## src/rtl/instr_pkg.sv

```systemverilog
// Shared MIPS encodings and decoded instruction codes for the decode stage.
// Codes 0..11 are the base ISA; 12..22 exist only when the extended ISA is enabled.
package instr_pkg;

    localparam int unsigned CODE_W_DEF = 6;

    // Primary opcodes (instr[31:26])
    localparam logic [5:0] OP_RTYPE = 6'h00;
    localparam logic [5:0] OP_J     = 6'h02;
    localparam logic [5:0] OP_JAL   = 6'h03;
    localparam logic [5:0] OP_BEQ   = 6'h04;
    localparam logic [5:0] OP_BNE   = 6'h05;
    localparam logic [5:0] OP_ADDI  = 6'h08;
    localparam logic [5:0] OP_ANDI  = 6'h0C;
    localparam logic [5:0] OP_ORI   = 6'h0D;
    localparam logic [5:0] OP_LUI   = 6'h0F;
    localparam logic [5:0] OP_LB    = 6'h20;
    localparam logic [5:0] OP_LW    = 6'h23;
    localparam logic [5:0] OP_SB    = 6'h28;
    localparam logic [5:0] OP_SW    = 6'h2B;

    // Funct field (instr[5:0]) under OP_RTYPE
    localparam logic [5:0] FN_SLL  = 6'h00;
    localparam logic [5:0] FN_JR   = 6'h08;
    localparam logic [5:0] FN_JALR = 6'h09;
    localparam logic [5:0] FN_ADD  = 6'h20;
    localparam logic [5:0] FN_ADDU = 6'h21;
    localparam logic [5:0] FN_SUB  = 6'h22;
    localparam logic [5:0] FN_SUBU = 6'h23;
    localparam logic [5:0] FN_AND  = 6'h24;
    localparam logic [5:0] FN_OR   = 6'h25;
    localparam logic [5:0] FN_SLT  = 6'h2A;

    typedef enum logic [5:0] {
        C_NOP  = 6'd0,
        C_ADDU = 6'd1,
        C_SUBU = 6'd2,
        C_JR   = 6'd3,
        C_SLL  = 6'd4,
        C_ORI  = 6'd5,
        C_LW   = 6'd6,
        C_SW   = 6'd7,
        C_BEQ  = 6'd8,
        C_LUI  = 6'd9,
        C_JAL  = 6'd10,
        C_J    = 6'd11,
        C_ADD  = 6'd12,
        C_SUB  = 6'd13,
        C_AND  = 6'd14,
        C_OR   = 6'd15,
        C_SLT  = 6'd16,
        C_ADDI = 6'd17,
        C_ANDI = 6'd18,
        C_BNE  = 6'd19,
        C_LB   = 6'd20,
        C_SB   = 6'd21,
        C_JALR = 6'd22
    } instr_code_e;

endpackage

```

## src/rtl/instr_decode_comb.sv

```systemverilog
// Combinational instruction word -> {code, illegal, extended immediate}.
// Unknown encodings, and extended encodings when EXT_ISA=0, yield an all-ones code.
module instr_decode_comb
    import instr_pkg::*;
#(
    parameter int unsigned EXT_ISA = 1,
    parameter int unsigned CODE_W  = CODE_W_DEF
) (
    input  logic [31:0]       instr,
    output logic [CODE_W-1:0] code,
    output logic              illegal,
    output logic [31:0]       imm
);

    logic [5:0]  op;
    logic [5:0]  fn;
    logic        hit;
    instr_code_e c;

    assign op = instr[31:26];
    assign fn = instr[5:0];

    always_comb begin
        c   = C_NOP;
        hit = 1'b1;
        case (op)
            OP_RTYPE: begin
                case (fn)
                    // the all-zero word is the canonical NOP, not "sll $0,$0,0"
                    FN_SLL:  c = (instr == '0) ? C_NOP : C_SLL;
                    FN_ADDU: c = C_ADDU;
                    FN_SUBU: c = C_SUBU;
                    FN_JR:   c = C_JR;
                    FN_ADD:  c = C_ADD;
                    FN_SUB:  c = C_SUB;
                    FN_AND:  c = C_AND;
                    FN_OR:   c = C_OR;
                    FN_SLT:  c = C_SLT;
                    FN_JALR: c = C_JALR;
                    default: hit = 1'b0;
                endcase
            end
            OP_ORI:  c = C_ORI;
            OP_LW:   c = C_LW;
            OP_SW:   c = C_SW;
            OP_BEQ:  c = C_BEQ;
            OP_LUI:  c = C_LUI;
            OP_JAL:  c = C_JAL;
            OP_J:    c = C_J;
            OP_ADDI: c = C_ADDI;
            OP_ANDI: c = C_ANDI;
            OP_BNE:  c = C_BNE;
            OP_LB:   c = C_LB;
            OP_SB:   c = C_SB;
            default: hit = 1'b0;
        endcase

        illegal = !hit || ((c >= C_ADD) && (EXT_ISA == 0));
        code    = illegal ? '1 : CODE_W'(c);

        imm = {{16{instr[15]}}, instr[15:0]};
        if (!illegal) begin
            case (c)
                C_ORI, C_ANDI: imm = {16'h0000, instr[15:0]};
                C_LUI:         imm = {instr[15:0], 16'h0000};
                C_J, C_JAL:    imm = {6'b000000, instr[25:0]};
                default:       ;
            endcase
        end
    end

endmodule

```

## src/rtl/instr_decode_stage.sv

```systemverilog
// Registered decode stage between IF/ID and ID/EX: valid/ready handshake,
// flush and a saturating count of accepted illegal instructions.
module instr_decode_stage
    import instr_pkg::*;
#(
    parameter int unsigned PC_W    = 32,
    parameter int unsigned CODE_W  = CODE_W_DEF,
    parameter int unsigned EXT_ISA = 1,
    parameter int unsigned CNT_W   = 16
) (
    input  logic              clk,
    input  logic              reset,
    input  logic              in_valid,
    output logic              in_ready,
    input  logic [31:0]       in_instr,
    input  logic [PC_W-1:0]   in_pc,
    output logic              out_valid,
    input  logic              out_ready,
    output logic [CODE_W-1:0] out_code,
    output logic [4:0]        out_rs,
    output logic [4:0]        out_rt,
    output logic [4:0]        out_rd,
    output logic [4:0]        out_shamt,
    output logic [31:0]       out_imm,
    output logic [PC_W-1:0]   out_pc,
    output logic              out_illegal,
    input  logic              flush,
    output logic [CNT_W-1:0]  illegal_cnt
);

    logic [CODE_W-1:0] dec_code;
    logic              dec_illegal;
    logic [31:0]       dec_imm;
    logic              xfer;

    instr_decode_comb #(
        .EXT_ISA (EXT_ISA),
        .CODE_W  (CODE_W)
    ) u_dec (
        .instr   (in_instr),
        .code    (dec_code),
        .illegal (dec_illegal),
        .imm     (dec_imm)
    );

    assign in_ready = !out_valid || out_ready;
    assign xfer     = in_valid && in_ready;

    always_ff @(posedge clk) begin
        if (reset) begin
            out_valid   <= 1'b0;
            out_code    <= '0;
            out_rs      <= '0;
            out_rt      <= '0;
            out_rd      <= '0;
            out_shamt   <= '0;
            out_imm     <= '0;
            out_pc      <= '0;
            out_illegal <= 1'b0;
            illegal_cnt <= '0;
        end else if (flush) begin
            out_valid <= 1'b0;
        end else if (xfer) begin
            // a transfer also covers the consume-and-refill case, so no bubble
            out_valid   <= 1'b1;
            out_code    <= dec_code;
            out_rs      <= in_instr[25:21];
            out_rt      <= in_instr[20:16];
            out_rd      <= in_instr[15:11];
            out_shamt   <= in_instr[10:6];
            out_imm     <= dec_imm;
            out_pc      <= in_pc;
            out_illegal <= dec_illegal;
            if (dec_illegal && (illegal_cnt != '1)) begin
                illegal_cnt <= illegal_cnt + CNT_W'(1);
            end
        end else if (out_ready) begin
            out_valid <= 1'b0;
        end
    end

endmodule

```

## config.mk

```make
export PLATFORM = sky130hd
export DESIGN_NAME = instr_decode_stage
export DESIGN_NICKNAME = d
export VERILOG_FILES = /design/src/rtl/instr_pkg.sv /design/src/rtl/instr_decode_comb.sv /design/src/rtl/instr_decode_stage.sv
export SDC_FILE = /design/constraint.sdc
export NUM_CORES = 1
export LEC_CHECK = 0
export CORE_MARGIN = 2
export CORE_UTILIZATION = 44
export DETAILED_ROUTE_END_ITERATION = 16
export GPL_TIMING_DRIVEN = 0
export PLACE_DENSITY_LB_ADDON = 0.15
export RECOVER_POWER = 50
export SYNTH_ARGS = -nofsm -noshare
export SYNTH_HDL_FRONTEND = slang
export SYNTH_SLANG_ARGS = --single-unit
```

## constraint.sdc

```tcl
create_clock -name clk -period 2.25 [get_ports clk]
set_input_delay 0.3375 -clock clk [delete_from_list [all_inputs] [get_ports clk]]
set_output_delay 0.3375 -clock clk [all_outputs]
set_load 0.02 [all_outputs]
```

; ---- Word-level counts from Yosys, hierarchy flattened
; Index checks and enable logic that the tools add are counted.
[classes]
eq_ne = 27
n_reduce_logical = 16
muxes = 10
addsub = 1
n_bitwise = 1
[op_table]
columns = cell, n
row1 = one-hot mux 32 bit (3 select lines), 1
row2 = one-hot mux 6 bit (13 select lines), 1
row3 = "equality test 6 bit, second input constant", 11
row4 = one-hot mux 6 bit (10 select lines), 1
row5 = "equality test 6 x 4 -> 1 bit, second input constant", 9
row6 = logical NOT 32 bit, 1
row7 = two-way mux 32 bit, 1
row8 = "equality test 6 x 3 -> 1 bit, second input constant", 3
row9 = "adder 16 x 1 -> 16 bit, second input constant", 1
row10 = "!= test 16 bit, second input constant", 1
row11 = "equality test 6 x 2 -> 1 bit, second input constant", 2
row12 = logical NOT 6 bit, 2
row13 = OR reduction 12 bit, 1
row14 = OR reduction 10 bit, 1
row15 = "equality test 6 x 5 -> 1 bit, second input constant", 1
row16 = two-way mux 6 bit, 1
row17 = OR reduction 2 bit, 3
row18 = two-way mux 1 bit, 3
row19 = two-way mux 3 bit, 1
row20 = AND reduction 3 bit, 1
row21 = logical AND 1 bit, 2
row22 = logical NOT 1 bit, 2
row23 = one-hot mux 1 bit (2 select lines), 1
row24 = AND reduction 2 bit, 1
row25 = other kinds (3), 3
[totals]
elab_cells = 65
in_bits = 69
reg_bits = 108

; ---- Logic depth before layout (Yosys ltp)
; Gate-level depths: netlist of run 1.
[logic_depth]
ltp_word = 8
depth_mapped = 8
depth_no_buf = 7

; ---- By module
; Synthesis of run 1 repeated with hierarchy kept, for this count alone.
[unflattened]
hier_cells = 614
area_unflattened_um2 = 4892.2
[modules_own_cells]
columns = module, area_each_um2, instances, cells_each
row1 = instr_decode_stage, 3940.0, 1, 490
row2 = instr_decode_comb, 952.2, 1, 124

; ---- Worst setup path after synthesis of run 1
; OpenSTA, ideal clock, no wires.
[synth_timing]
path_kind = reg2reg
start = reg out_valid
end = reg illegal_cnt[5]
n_path_buf = 0
setup_time_ns = 0.123
arrival_time_ns = 1.833
stages_incl_launch_ff = 8
path_slack_ns = 0.294
path_cell_list = dfxtp_1 nor2b_1 inv_1 nand3b_1 a41o_1 nor3_4 nand4_1 mux2_1
[synth_between]
elab_chain_len = 4
[synth_rtl]
columns = element, line_no
row1 = start: declaration, instr_decode_stage.sv:17  ; output logic out_valid,
row2 = start signal: assignment, instr_decode_stage.sv:51  ; out_valid <= 1'b0;
row3 = start signal: assignment, instr_decode_stage.sv:62  ; out_valid <= 1'b0;
row4 = start signal: assignment, instr_decode_stage.sv:65  ; out_valid <= 1'b1;
row5 = logical NOT 1 bit, instr_decode_stage.sv:46  ; assign in_ready = !out_valid || out_ready;
row6 = logical OR 1 bit, instr_decode_stage.sv:46
row7 = net in_ready, instr_decode_stage.sv:14  ; output logic in_ready,
row8 = logical AND 1 bit, instr_decode_stage.sv:47  ; assign xfer = in_valid && in_ready;
row9 = AND reduction 3 bit (no line), --
row10 = end signal: assignment, instr_decode_stage.sv:75  ; illegal_cnt <= illegal_cnt + CNT_W'(1);
row11 = end: declaration, instr_decode_stage.sv:28  ; output logic [CNT_W-1:0] illegal_cnt
; The timed path passes the listed nets, and every way through them passes these cells.
; A chain may end at the register's enable or synchronous reset.

; ---- Worst setup path in the final report of run 1
[layout_timing]
start = in out_ready
end = reg out_imm[0]
[layout_between]
elab_chain_len = 3
[layout_rtl]
columns = element, line_no
row1 = start: declaration, instr_decode_stage.sv:18  ; input logic out_ready,
row2 = logical OR 1 bit, instr_decode_stage.sv:46
row3 = logical AND 1 bit, instr_decode_stage.sv:47
row4 = AND reduction 2 bit (no line), --
row5 = end signal: assignment, instr_decode_stage.sv:71  ; out_imm <= dec_imm;
row6 = end: declaration, instr_decode_stage.sv:24  ; output logic [31:0] out_imm,
; Every way passes these cells.

==> flow_summary_export.csv, run 1 <==
group,metric,value,unit
timing,setup-violations-final,0,
placement,place.gp.congestion,0.849,
cts,cts_tree,"yes",
grt,grt_max_degree,20,
yosys,ys.flop_type,"dfxtp_1",
yosys,yosys_register_bits,107,
yosys,ys_types,61,
placement,dp_hpwl,11.1,mm
cts,clock-sinks,107,
detailed_routing,wl_per_cell,15.8,um
final_layout,stdcell_count,915,
die,core_area,10400,um^2
cts,clk_path_buf_depth,2,
die,die_h,108,um
cts,clockRootBuffer,"clkbuf_8",
detailed_routing,wl_met1,5.93,mm
yosys,seq_area_frac_synth,45.4,%
die,initial_core_util,45.5,%
final_layout,area_delta_synth_final,45.4,%
detailed_routing,wl,14.5,mm
setup_path,worstReg2RegStart,"out_valid",
placement,pre_cts_ws,-0.321,ns
pwr,ir_drop,0.440,mV
yosys,syn-instance-count,588,
cts,clock_latency,0.38,ns
pwr,p_leak,2.71,nW
detailed_routing,met3WireLength,1.27,mm
detailed_routing,ant_nets,0,
yosys,synth_edf_count,0,
timing,hold_viol,0,
detailed_routing,vias,4982,
setup_path,r2r_cells,6,
timing,slew-limit-headroom,57.7,%
run_status,status,"finished clean",
grt,grt_pass1_wl,23.4,mm
cts,htreeDepth,3,
yosys,async_reset_ff_share,0,%
detailed_routing,drt_first_pass_iters,6,
setup_path,rrSetupSlack,0.11,ns
timing,min_period,2.16,ns
setup_path,cp-end-kind,"flip-flop",
final_layout,antenna_cells,0,
yosys,yosysTopAreaCell,"dfxtp_1",
detailed_routing,first_iter_violations,352,
min_path,hold_path_depth,3,
min_path,min_to,"out_imm[5]",
job,cap_viol_max_count,0,
timing,finalMaxSlewViolations,0,
cts,clk_pin_slew,0.09,ns
final_layout,drive_above_1_share,8.09,%
yosys,synth_area_leaders,"dfxtp_1 45%, nand2_1 11%, a21oi_1 9.0%",
setup_path,critPathLaunchType,"input pin",
cts,cts_buffers,9,
yosys,synth_fp_nets,658,
detailed_routing,viasPerCell,5.44,
grt,grt_pass1_vias,4847,
setup_path,cp_max_fo,10,
die,dieArea,11600,um^2
detailed_routing,top_layer,"met4",
pwr,power.density,583,nW/um^2
die,die_w,108,um
detailed_routing,drc,0,
die,std_cell_rows,37,
yosys,syn_area,4720,um^2
setup_path,rr_endpoint,"out_imm[0]",
final_layout,final_common_cell,"nand2_1",
placement,place_inst,896,
timing,fmax,0.464,GHz
timing,worstMarginPinSlew,0.634,ns
final_layout,most-common-layout-cells,"138 x nand2_1, 107 x dfxtp_1, 107 x dlygate4sd3_1",
setup_path,crit_type,"input pin to flip-flop",
timing,layout_setup_ws,0.0936,ns
timing,skew,0.0141,ns
min_path,hp-class,"input pin to flip-flop",
detailed_routing,routed-wl-met2,6.89,mm
timing,fin_crit_sh,95.8,%
die,ios,178,
grt,antenna_found_initial,0,
yosys,ys_warn_count,0,
final_layout,nets,844,
setup_path,worstPathArrival,2.45,ns
grt,overflow,0,
min_path,min_from,"in_instr[5]",
yosys,post_synth.cell_area_avg,8.03,um^2
setup_path,required,2.54,ns
yosys,yosys.area.top_type_share,45.4,%
pwr,total_power,4.00,mW
grt,track_usage,25.1,%
placement,io_buffers,172,
-- power breakdown --
| part | leakage (nW) | total, mW | internal, mW | switching (mW) |
|---|---|---|---|---|
| Sequential | 0.874 | 2.02 | 1.98 | 0.0427 |
| Clock | 0.103 | 1.23 | 0.534 | 0.695 |
| Combinational | 1.74 | 0.751 | 0.332 | 0.419 |
-- logic make-up after synthesis --
logic type	share of synthesized area, %
buffers and inverters	5.17
multiplexers	1.88
adder cells (fa/ha/maj)	0.265
flip-flops	45.4
XOR/XNOR	0.928
AO/OA/AOI/OAI	19.7
AND/OR/NAND/NOR	26.7
-- per-stage QoR --
step | instance area [um^2] | hold WS (ns) | util [%] | TNS (ns)
floorplan | 4720 | 0.417 | - | 0
global placement | 6610 | 0.438 | 63.8 | -19.80
detailed placement | 6610 | 0.446 | 63.8 | -22.39
CTS | 6820 | 0.314 | 65.8 | 0
global route | 6860 | 0.354 | 66.2 | -0.000463
finish | 6860 | 0.325 | 66.2 | 0
-- worst max path at each step --
| stage | start | end | cells past startpoint |
|---|---|---|---|
| after global placement | in_instr[27] | out_code[4] | 7 |
| after floorplan | out_valid | illegal_cnt[5] | 7 |
| after detailed placement | out_ready | out_imm[15] | 7 |
| final | out_ready | out_imm[0] | 7 |
| after CTS | out_ready | out_imm[15] | 7 |
| after global routing | in_instr[4] | out_code[4] | 7 |
-- synthesized netlist by cell type, drive strengths merged, types with 2 or more instances --
cell     number
nand3        26
nor3          8
a31o          3
o32ai         2
nand4         9
and2          3
o211ai        2
a211oi        6
a21bo         2
clkbuf       24
or3           2
nand2       138
nor2b         9
a21oi        85
a221o        10
a31oi         2
nand3b        4
buf          21
nor4         13
xnor2         5
a2111oi       2
mux2          7
o21ai         6
inv           8
a22oi        11
dfxtp       107
nand2b        7
nor2         44
and3          4
-- cell type report --
cell class / instances / area, um^2
multi-input cells: 428 / 2350
fillers: 882 / 3510
clock buffers: 9 / 124
repair buffers: 175 / 1740
plain buffers: 45 / 218
flip-flops and latches: 107 / 2140
clock inverters: 7 / 85.1
well taps: 136 / 170
inverters: 8 / 30.0
-- flip-flops by register name, summed over array words and instances (netlist names) --
| name | count |
|---|---|
| out_valid | 1 |
| out_rt | 5 |
| out_imm | 32 |
| out_rs | 5 |
| out_rd | 5 |
| out_pc | 32 |
| out_shamt | 5 |
| out_code | 6 |
| illegal_cnt | 16 |
-- worst max-delay path, stage by stage --
cell and delay [ns]:
clkdlybuf4s50_1 0.45, nor2b_1 0.06, nor3b_1 0.27, clkbuf_1 0.53, clkbuf_1 0.45, nand3_1 0.15
a21oi_1 0.19
-- repair_timing --
| action | 4_1_cts | 5_1_grt |
|---|---|---|
| buffers inserted | 0 | 3 |
| hold buffers | 0 | 0 |
| gates resized for setup | 0 | 8 |
| endpoints found under the setup margin | 0 | 41 |
-- routing by layer --
| metal | vias up | track usage (%) |
|---|---|---|
| li1 | 2424 | - |
| met1 | 2320 | 31.2 |
| met2 | 209 | 41.6 |
| met3 | 29 | 6.66 |
| met4 | 0 | 9.16 |
| met5 | - | 0 |
Note: power is estimated with default switching activity, not from simulation.
==> inputs of run 2 (changes only) <==
Settings changed: CORE_MARGIN 2 to 4.
Clock period 2.25 ns to 2.2 ns, I/O delays scaled along.
==> flow_summary_export.csv, run 2 (synthesized netlist as in run 1, its figures left out) <==
group,metric,value,unit
run_status,status,"finished clean",
min_path,hold_path_depth,3,
grt,grt_pass1_vias,4795,
pwr,p_int,2.84,mW
cts,clockRootBuffer,"clkbuf_8",
grt,antenna_found_initial,0,
setup_path,path_buf_inv,3,
timing,slew-limit-headroom,57.1,%
setup_path,required,2.43,ns
pwr,pwr-share-seq,50.8,%
cts,cts_buffers,9,
cts,htreeDepth,3,
min_path,hp-class,"input pin to flip-flop",
pwr,clockPowerShare,30.1,%
placement,place.gp.congestion,0.841,
grt,grt_pass1_wl,24.2,mm
min_path,min_to,"out_imm[0]",
setup_path,cp.depth,8,
detailed_routing,vias,4912,
timing,fin_crit_sh,96.5,%
setup_path,path_common_cell,"buf_2",
timing,hold_viol,0,
setup_path,cp_max_fo,10,
final_layout,stdcell_area,6850,um^2
detailed_routing,drc,0,
cts,clk_path_buf_depth,2,
setup_path,crit_type,"input pin to flip-flop",
die,initial_core_util,45.5,%
setup_path,cp-end-kind,"flip-flop",
timing,finalMaxSlewViolations,0,
placement,dp_hpwl,11.5,mm
final_layout,area_delta_synth_final,45.1,%
setup_path,critPathLaunchType,"input pin",
grt,overflow,0,
detailed_routing,ant_nets,0,
detailed_routing,first_iter_violations,331,
die,dieArea,12400,um^2
die,die_h,112,um
setup_path,worstReg2RegStart,"out_valid",
final_layout,antenna_cells,0,
timing,worstMarginPinSlew,0.644,ns
timing,setup-violations-final,0,
pwr,netSwitchingFraction,30.2,%
detailed_routing,wl_per_cell,16.4,um
die,ios,178,
final_layout,fill_cells,902,
cts,clock_latency,0.38,ns
final_layout,drive_above_1_share,7.97,%
setup_path,path_cells,"clkdlybuf4s50_1 -> buf_2 -> nor2b_1 -> o2bb2ai_1 -> nand2_1 -> buf_2 -> a21oi_1 -> a211oi_1",
pwr,p_sw,1.22,mW
min_path,min_from,"in_instr[0]",
timing,skew,0.0121,ns
timing,min_period,2.12,ns
placement,placed_cell_area,6610,um^2
pwr,power.density,593,nW/um^2
timing,rsz0062_at_grt,"yes",
detailed_routing,drt_first_pass_iters,5,
setup_path,r2r_cells,7,
cts,clock-sinks,107,
final_layout,nets,843,
setup_path,crit_family,"buffers and inverters",
setup_path,worstPathArrival,2.35,ns
setup_path,slowest_delay,0.50,ns
setup_path,rr_endpoint,"illegal_cnt[8]",
final_layout,reg.largest.list,"out_imm x32, out_pc x32, illegal_cnt x16",
timing,tns,0,ns
grt,grt_max_degree,21,
die,core_area,10400,um^2
die,std_cell_rows,37,
setup_path,rrSetupSlack,0.11,ns
cts,clk_pin_slew,0.11,ns
pwr,pwr-share-comb,19.0,%
detailed_routing,wl,15.0,mm
timing,hold_slack,0.287,ns
grt,track_usage,23.5,%
final_layout,most-common-layout-cells,"138 x nand2_1, 107 x dfxtp_1, 103 x dlygate4sd3_1",
cts,cts_hold_buf,0,
final_layout,final_common_cell,"nand2_1",
timing,fmax,0.471,GHz
cts,cts_tree,"yes",
pwr,ir_drop,0.377,mV
die,die_w,112,um
placement,io_buffers,172,
setup_path,crit_slowest_cell,"clkdlybuf4s50_1",
detailed_routing,viasPerCell,5.37,
pwr,p_leak,2.70,nW
job,cap_viol_max_count,0,
run 2: tightest hold or removal path, delay by kind of cell:
kind | cells | cell delay [ns]
compound gates | 1 | 0.06
buf+inv | 1 | 0.15
simple gates | 1 | 0.08
run 2: power by group through the flow:
| stage | Clock [mW] | Combinational, mW | Sequential, mW |
|---|---|---|---|
| after floorplan | 0 | 0.287 | 2.21 |
| after global placement | 0 | 0.784 | 2.11 |
| after detailed placement | 0 | 0.791 | 2.11 |
| after CTS | 1.25 | 0.795 | 2.07 |
| after global routing | 1.32 | 0.833 | 2.08 |
| final | 1.22 | 0.772 | 2.06 |
run 2: timing repair:
action	CTS	global route
buffers inserted	0	2
gates resized for setup	2	6
pin swaps	1	2
endpoints found under the setup margin	5	80
run 2: worst max path at each step:
| stage | from | end | slack, ns |
|---|---|---|---|
| final | in_instr[27] | out_imm[26] | 0.08 |
| after floorplan | out_valid | illegal_cnt[5] | 0.24 |
| after CTS | reset | out_imm[24] | 0.001 |
| after global placement | in_instr[26] | out_code[4] | -0.56 |
| after detailed placement | in_instr[26] | out_code[4] | -0.51 |
| after global routing | in_instr[27] | out_imm[29] | -0.009 |
run 2: through the flow:
step	utilization, %	setup WS, ns	power (mW)	std cells
final	66.0	0.0770	4.06	914
after global routing	66.0	-0.00897	4.23	914
after CTS	65.7	0.00119	4.11	912
after detailed placement	63.8	-0.513	2.90	896
after global placement	63.8	-0.557	2.89	896
after floorplan	-	0.244	2.50	588
run 2: area by class of cell:
| type | count | area [um^2] | share of cell area (%) |
|---|---|---|---|
| clock buffer | 10 | 138 | 2.01 |
| buffer | 45 | 218 | 3.18 |
| timing repair buffer | 174 | 1740 | 25.4 |
| clock inverter | 6 | 62.6 | 0.913 |
| inverter | 8 | 30.0 | 0.438 |
| multi-input combinational | 428 | 2350 | 34.3 |
| sequential | 107 | 2140 | 31.3 |
| tap | 136 | 170 | 2.48 |
run 2: per-layer routing:
metal | track usage (%) | vias to the layer above | routed length (um)
li1 | - | 2424 | -
met1 | 28.8 | 2318 | 6590
met2 | 41.0 | 156 | 7200
met3 | 6.63 | 14 | 1020
met4 | 5.27 | 0 | 166
met5 | 0 | - | 0
